<file path="src/rtl/alu_pkg.sv">
// rtl/alu_pkg.sv - shared ALU opcodes, FSM state type and width defaults
package alu_pkg;

    localparam int DATA_W_DEF = 32;
    localparam int OP_W_DEF   = 4;

    localparam logic [3:0] OP_ADD  = 4'd0;
    localparam logic [3:0] OP_SUB  = 4'd1;
    localparam logic [3:0] OP_AND  = 4'd2;
    localparam logic [3:0] OP_OR   = 4'd3;
    localparam logic [3:0] OP_XOR  = 4'd4;
    localparam logic [3:0] OP_SLL  = 4'd5;
    localparam logic [3:0] OP_SRL  = 4'd6;
    localparam logic [3:0] OP_SRA  = 4'd7;
    localparam logic [3:0] OP_SLT  = 4'd8;
    localparam logic [3:0] OP_STLU = 4'd9;

    typedef enum logic [1:0] {
        ST_IDLE  = 2'd0,
        ST_ISSUE = 2'd1,
        ST_RESP  = 2'd2
    } state_e;

endpackage

</file>
<file path="src/rtl/alu_rr_pick.sv">
// rtl/alu_rr_pick.sv - combinational 2-way round-robin picker, one-hot grant
module alu_rr_pick (
    input  logic [1:0] valid_i,
    input  logic       last_grant_i,
    output logic [1:0] grant_o
);

    // On contention the requester not served last wins; otherwise pass the lone valid through.
    always_comb begin
        grant_o = 2'b00;
        if (valid_i == 2'b11) begin
            grant_o = last_grant_i ? 2'b01 : 2'b10;
        end else begin
            grant_o = valid_i;
        end
    end

endmodule

</file>
<file path="src/rtl/alu_arbiter.sv">
// rtl/alu_arbiter.sv - two-requester round-robin front end for a shared combinational ALU
module alu_arbiter
    import alu_pkg::*;
#(
    parameter int DATA_W = DATA_W_DEF,
    parameter int OP_W   = OP_W_DEF
) (
    input  logic              clk,
    input  logic              rst_n,

    input  logic              req0_valid,
    output logic              req0_ready,
    input  logic [DATA_W-1:0] req0_a,
    input  logic [DATA_W-1:0] req0_b,
    input  logic [OP_W-1:0]   req0_op,

    input  logic              req1_valid,
    output logic              req1_ready,
    input  logic [DATA_W-1:0] req1_a,
    input  logic [DATA_W-1:0] req1_b,
    input  logic [OP_W-1:0]   req1_op,

    output logic              rsp_valid,
    input  logic              rsp_ready,
    output logic              rsp_id,
    output logic [DATA_W-1:0] rsp_result,
    output logic              rsp_zero,

    output logic [DATA_W-1:0] alu_a,
    output logic [DATA_W-1:0] alu_b,
    output logic [OP_W-1:0]   alu_ctrl,
    input  logic [DATA_W-1:0] alu_result,
    input  logic              alu_zero
);

    state_e            state_q, state_d;
    logic [DATA_W-1:0] a_q, a_d;
    logic [DATA_W-1:0] b_q, b_d;
    logic [OP_W-1:0]   op_q, op_d;
    logic              id_q, id_d;
    logic              last_grant_q, last_grant_d;
    logic [DATA_W-1:0] rsp_result_q, rsp_result_d;
    logic              rsp_zero_q, rsp_zero_d;
    logic              rsp_id_q, rsp_id_d;
    logic [1:0]        grant;

    alu_rr_pick u_pick (
        .valid_i      ({req1_valid, req0_valid}),
        .last_grant_i (last_grant_q),
        .grant_o      (grant)
    );

    assign alu_a      = a_q;
    assign alu_b      = b_q;
    assign alu_ctrl   = op_q;
    assign rsp_valid  = (state_q == ST_RESP);
    assign rsp_id     = rsp_id_q;
    assign rsp_result = rsp_result_q;
    assign rsp_zero   = rsp_zero_q;

    always_comb begin
        state_d      = state_q;
        a_d          = a_q;
        b_d          = b_q;
        op_d         = op_q;
        id_d         = id_q;
        last_grant_d = last_grant_q;
        rsp_result_d = rsp_result_q;
        rsp_zero_d   = rsp_zero_q;
        rsp_id_d     = rsp_id_q;
        req0_ready   = 1'b0;
        req1_ready   = 1'b0;
        case (state_q)
            ST_IDLE: begin
                // Gated by rst_n so a request presented during reset is never acknowledged.
                if (rst_n && (grant != 2'b00)) begin
                    req0_ready   = grant[0];
                    req1_ready   = grant[1];
                    a_d          = grant[1] ? req1_a  : req0_a;
                    b_d          = grant[1] ? req1_b  : req0_b;
                    op_d         = grant[1] ? req1_op : req0_op;
                    id_d         = grant[1];
                    last_grant_d = grant[1];
                    state_d      = ST_ISSUE;
                end
            end
            ST_ISSUE: begin
                rsp_result_d = alu_result;
                rsp_zero_d   = alu_zero;
                rsp_id_d     = id_q;
                state_d      = ST_RESP;
            end
            ST_RESP: begin
                if (rsp_ready) begin
                    state_d = ST_IDLE;
                end
            end
            default: state_d = ST_IDLE;
        endcase
    end

    always_ff @(posedge clk) begin
        if (!rst_n) begin
            state_q      <= ST_IDLE;
            a_q          <= '0;
            b_q          <= '0;
            op_q         <= '0;
            id_q         <= 1'b0;
            last_grant_q <= 1'b1;
            rsp_result_q <= '0;
            rsp_zero_q   <= 1'b0;
            rsp_id_q     <= 1'b0;
        end else begin
            state_q      <= state_d;
            a_q          <= a_d;
            b_q          <= b_d;
            op_q         <= op_d;
            id_q         <= id_d;
            last_grant_q <= last_grant_d;
            rsp_result_q <= rsp_result_d;
            rsp_zero_q   <= rsp_zero_d;
            rsp_id_q     <= rsp_id_d;
        end
    end

endmodule

</file>
<file path="config.mk">
export PLATFORM = sky130hd
export DESIGN_NAME = alu_arbiter
export DESIGN_NICKNAME = d
export VERILOG_FILES = /design/src/rtl/alu_pkg.sv /design/src/rtl/alu_rr_pick.sv /design/src/rtl/alu_arbiter.sv
export SDC_FILE = /design/constraint.sdc
export NUM_CORES = 1
export LEC_CHECK = 0
export CAP_MARGIN = 20
export CORE_UTILIZATION = 34
export CTS_CLUSTER_SIZE = 24
export DETAILED_ROUTE_END_ITERATION = 12
export MAX_ROUTING_LAYER = met4
export PLACE_DENSITY_LB_ADDON = 0.3
export SLEW_MARGIN = 40
export SYNTH_ARGS = -nofsm -noshare
export SYNTH_HDL_FRONTEND = slang
export SYNTH_SLANG_ARGS = --single-unit
</file>
<file path="constraint.sdc">
create_clock -name clk -period 1.8 [get_ports clk]
set_input_delay 0.36 -clock clk [delete_from_list [all_inputs] [get_ports clk]]
set_output_delay 0.36 -clock clk [all_outputs]
set_load 0.1 [all_outputs]
</file>
Word level (Yosys, flattened, before mapping)
Index checks and enable logic that the tools add are counted.
{ "totals": {"register_bits": 106, "latchBits": 0, "mem_bits_rw": 0, "romBits": 0, "n_memories": 0} }
{ "op_classes": {"add_sub_neg": 0, "multipliers": 0, "div_mod_pow": 0, "n_lt_le_gt_ge": 0, "eq_ne": 5, "n_shift": 0, "muxes": 12, "bitwise": 0, "n_reduce_logical": 5} }
{ "op_table": {"columns": ["operator", "n"], "rows": [
  ["$mux W32", 2],
  ["$mux W2", 4],
  ["$pmux W2 S3", 1],
  ["$eq A2 B2 Y1 const B", 2],
  ["$mux W1", 4],
  ["$mux W4", 1],
  ["$reduce_and A2 Y1", 2],
  ["$eq A2 B1 Y1 const B", 1],
  ["$logic_not A2 Y1", 1],
  ["$ne A2 B1 Y1 const B", 1],
  ["$ne A2 B2 Y1 const B", 1],
  ["$reduce_bool A2 Y1", 1],
  ["$logic_and A1 B1 Y1", 1]
]} }

Logic depth before layout (Yosys ltp)
{ "logic_depth": {"word_depth": 6, "mapped_depth": 6, "depth_no_buf": 3} }

Modules after synthesis
From an unflattened synthesis, not the netlist that was laid out.
{ "unflattened": {"cells_unflattened": 465, "area_unflattened_um2": 4424.2} }
{ "modules_own_cells": {"columns": ["mod", "n_inst", "cells_each", "area_per_inst_um2"], "rows": [
  ["alu_arbiter", 1, 462, 4405.5],
  ["alu_rr_pick", 1, 3, 18.8]
]} }

Worst setup path after synthesis
No wires, ideal clock.
{ "synth_timing": {"path_kind": "reg2out", "start": "reg state_q[1]", "end": "out req1_ready", "arrival_time_ns": 2.551, "required_ns": 1.440, "slack_ns": -1.111, "path_stages_with_launch": 6, "path_buffers": 2, "cell_sequence": "dfxtp_1 -> or3b_1 -> buf_2 -> clkbuf_2 -> or2_2 -> nor2_1"} }
{ "synth_between": {"elab_chain_len": 2} }
{ "synth_rtl": {"columns": ["item", "line_no", "source"], "rows": [
  ["start: declaration", "alu_arbiter.sv:36", "state_e state_q, state_d;"],
  ["start signal: assignment", "alu_arbiter.sv:114", "state_q <= state_d;"],
  ["$logic_not A2 Y1", "alu_arbiter.sv:73", "case (state_q)"],
  ["$mux W1", "alu_arbiter.sv:73", null],
  ["end: declaration", "alu_arbiter.sv:18", "output logic req1_ready,"]
]} }
Every way passes these cells.

Worst setup path after layout
{ "layout_timing": {"start": "reg state_q[0]", "end": "out req1_ready"} }
Same word-level chain as after synthesis.

==> results.sh <==
export IMPL_outcome="finished, violations left"
export IMPL_violations="setup timing"
export IMPL_p_sw_uw=3640
export IMPL_finalHoldViolCount=0
export IMPL_grtUsageMet2=0.4292
export IMPL_power_per_cell_area_mw_per_mm2=981.1
export IMPL_crit_required_ns=1.44
export IMPL_drc_errors=0
export IMPL_p_seq_frac=0.320
export IMPL_synthTopCellsByArea="dfxtp_1, o2111a_1, nand4b_1"
export IMPL_synth_most_common_cell="dfxtp_1"
export IMPL_power_leakage_uw=0.003267
export IMPL_drtPass1Iterations=4
export IMPL_critical_path_max_stage_delay_ns=0.39
export IMPL_utilization=0.6799
export IMPL_rows=42
export IMPL_fin_setup_tns_ns=-0.1491
export IMPL_htreeDepth=3
export IMPL_vias_per_cell=5.560
export IMPL_cp_end_kind="primary output"
export IMPL_synthesis_nets=671
export IMPL_crit_type="register to primary output"
export IMPL_syn_inst=497
export IMPL_grt_pass1_vias=5357
export IMPL_drive_gt1_frac=0.2096
export IMPL_die_h_um=120.0
export IMPL_drv_cap=0
export IMPL_cts_root_buf="clkbuf_16"
export IMPL_synth_top_cells_by_count="dfxtp_1, nand2_1, nand4b_1, o2111a_1, or3_1"
export IMPL_numCtsBuffers=9
export IMPL_die_area_mm2=0.01439
export IMPL_holdCritPathClass="input pin to register"
export IMPL_cts_sinks=106
export IMPL_port_buffers=278
export IMPL_report_final_slew_viol_count=0
export IMPL_rsz0062_at_grt="yes"
export IMPL_cp_arrival_ns=1.59
export IMPL_timing_reg2reg_setup_slack_ns=0.08
export IMPL_setup_viol=1
export IMPL_dpl_worst_slack_ns=-0.5186
export IMPL_routabilityCongestion=0.8270
export IMPL_p_clk_frac=0.223
export IMPL_initial_utilization=0.3530
export IMPL_grt_max_degree=71
export IMPL_netlist_top_cell_by_area="dfxtp_1"
export IMPL_ant_nets=0
export IMPL_busiest_layer="met2"
export IMPL_final_cell_area_mm2=0.009111
export IMPL_fin_crit_sh=1.083
export IMPL_vias=5149
export IMPL_synth_area_mm2=0.004731
export IMPL_antenna_found_initial=1
export IMPL_coreArea_mm2=0.01340
export IMPL_drtIter0Drc=287
export IMPL_ir_drop_v=0.0004972
export IMPL_finClkSkew_ns=0.007768
export IMPL_cts_path_max_buffers=2
export IMPL_ys_warn_count=0
export IMPL_intPower_uw=5300
export IMPL_fin_ws_ns=-0.1491
export IMPL_path_delay_family="simple AND/OR/NAND/NOR gates"
export IMPL_syn_to_final_growth_pct=92.59
export IMPL_worst_path_max_delay_cell="or3b_4"
export IMPL_use_met3=0.04468
export IMPL_dpl_cell_area_mm2=0.008786
export IMPL_maxSlewHeadroom=0.6072
export IMPL_grt_use_total=0.2486
export IMPL_synthDominantCellAreaShare=0.4486
export IMPL_cts_tree="built"
export IMPL_synth_edff_count=0
export IMPL_ys_seq_area_frac=0.4486
export IMPL_wl_mm=17.65
export IMPL_switching_share=0.4071
export IMPL_ys_seq_elements=106
export IMPL_fmax_mhz=513.1
export IMPL_crit_buf_inv=1
export IMPL_clk_pin_slew_worst_paths_ns=0.07
export IMPL_combPwrFrac=0.457
export IMPL_synthArstFlopShare=0
export IMPL_met1_usage=0.2682
export IMPL_synth_cell_type_count=21
export IMPL_path_cells="or3b_4 -> or2_4 -> nor2_4 -> buf_12"
export IMPL_synth_ff_type="dfxtp_1"
export IMPL_top_level_ports=279
export IMPL_synth_area_per_cell_um2=9.519
export IMPL_fin_nets=918
export IMPL_die_x_um=120.0
export IMPL_grt_pass1_wl_mm=27.27
export IMPL_start_kind="register"
export IMPL_grt_overflow_total=0
export IMPL_wire_per_inst_um=19.06
export IMPL_critPathMaxFanout=2
export IMPL_insertion_delay_ns=0.35
export IMPL_period_needed_ns=1.949
export IMPL_worst_pin_slew_ns=0.5892
export IMPL_hpwl_mm=12.45
## state kept, by name, indices dropped and copies added, names as in the netlist
register / cells
id_q: 1
alu_a: 32
rsp_zero: 1
rsp_id: 1
state_q: 2
rsp_result: 32
last_grant_q: 1
alu_b: 32
alu_ctrl: 4
## power groups by stage
stage / combinational (uW) / sequential, uW / clock, uW
6_report: 4080 / 2860 / 1990
3_5_place_dp: 4080 / 2920 / 0
3_3_place_gp: 4030 / 2900 / 0
5_1_grt: 4210 / 2900 / 2120
4_1_cts: 4100 / 2870 / 2050
2_1_floorplan: 672 / 4520 / 0
## per-stage QoR
step           power, uW  hold WS [ns]  instances
4_1_cts             9013        0.3745        925
3_5_place_dp        6998        0.4577        907
3_3_place_gp        6932        0.4501        907
6_report            8939        0.3836        926
5_1_grt             9225        0.4031        926
2_1_floorplan       5192        0.4322        497
## logic make-up after synthesis
kind of cell | after synthesis | synth area share
flops | 106 | 0.4486
compound gates | 105 | 0.2015
simple gates | 221 | 0.2946
buf+inv | 65 | 0.05527
## worst reg2reg max path, cell delays in order, from the launching register on
cell and delay, ns:
dfxtp_1 0.31, or3b_4 0.39, buf_4 0.15, buf_6 0.20
or3_1 0.43, o2111a_1 0.14
## final cells by class
type | count | area, um2
Antenna cell | 1 | 2.502
Clock buffer | 10 | 229.0
Clock inverter | 6 | 66.31
Fill cell | 998 | 4289
Inverter | 1 | 3.754
Multi-Input combinational cell | 326 | 2384
Sequential cell | 106 | 2123
Tap cell | 176 | 220.2
Timing Repair Buffer | 300 | 4083
## cell usage in the layout (no fill, tap or decap), types with 3 or more instances in the layout
| master | n |
|---|---|
| clkdlybuf4s50_1 | 170 |
| buf_12 | 112 |
| dfxtp_1 | 105 |
| nand2_1 | 70 |
| nand4b_1 | 68 |
| or3_1 | 68 |
| o2111a_1 | 68 |
| a21oi_1 | 36 |
| buf_4 | 13 |
| clkbuf_16 | 9 |
| clkinvlp_4 | 3 |
## worst paths after layout
check | startpoint | end | cells after the start
setup / recovery | state_q[0]$_SDFFE_PN0P_ | req1_ready | 4
hold / removal | req0_valid | state_q[0]$_SDFFE_PN0P_ | 3
setup reg to reg | state_q[0]$_SDFFE_PN0P_ | alu_b[19]$_SDFFE_PN0P_ | 5
hold reg to reg | id_q$_SDFFE_PN0P_ | rsp_id$_SDFFE_PN0N_ | 2
## repair_timing
action	in CTS	in global routing
gates cloned	0	0
setup endpoints to repair	55	2
hold endpoints to repair	0	0
hold buffers	0	0
setup buffers	2	0
gates resized for setup	5	1
pin swaps	4	3
## routing by layer
| metal | up-vias | share of wire | routed length [um] |
|---|---|---|---|
| met1 | 2490 | 0.38 | 6766 |
| li1 | 2388 | - | - |
| met5 | - | 0 | 0 |
| met3 | 44 | 0.064 | 1123 |
| met4 | 0 | 0.043 | 754 |
| met2 | 227 | 0.51 | 9007 |
No activity file was read; power rests on OpenSTA's default activity.
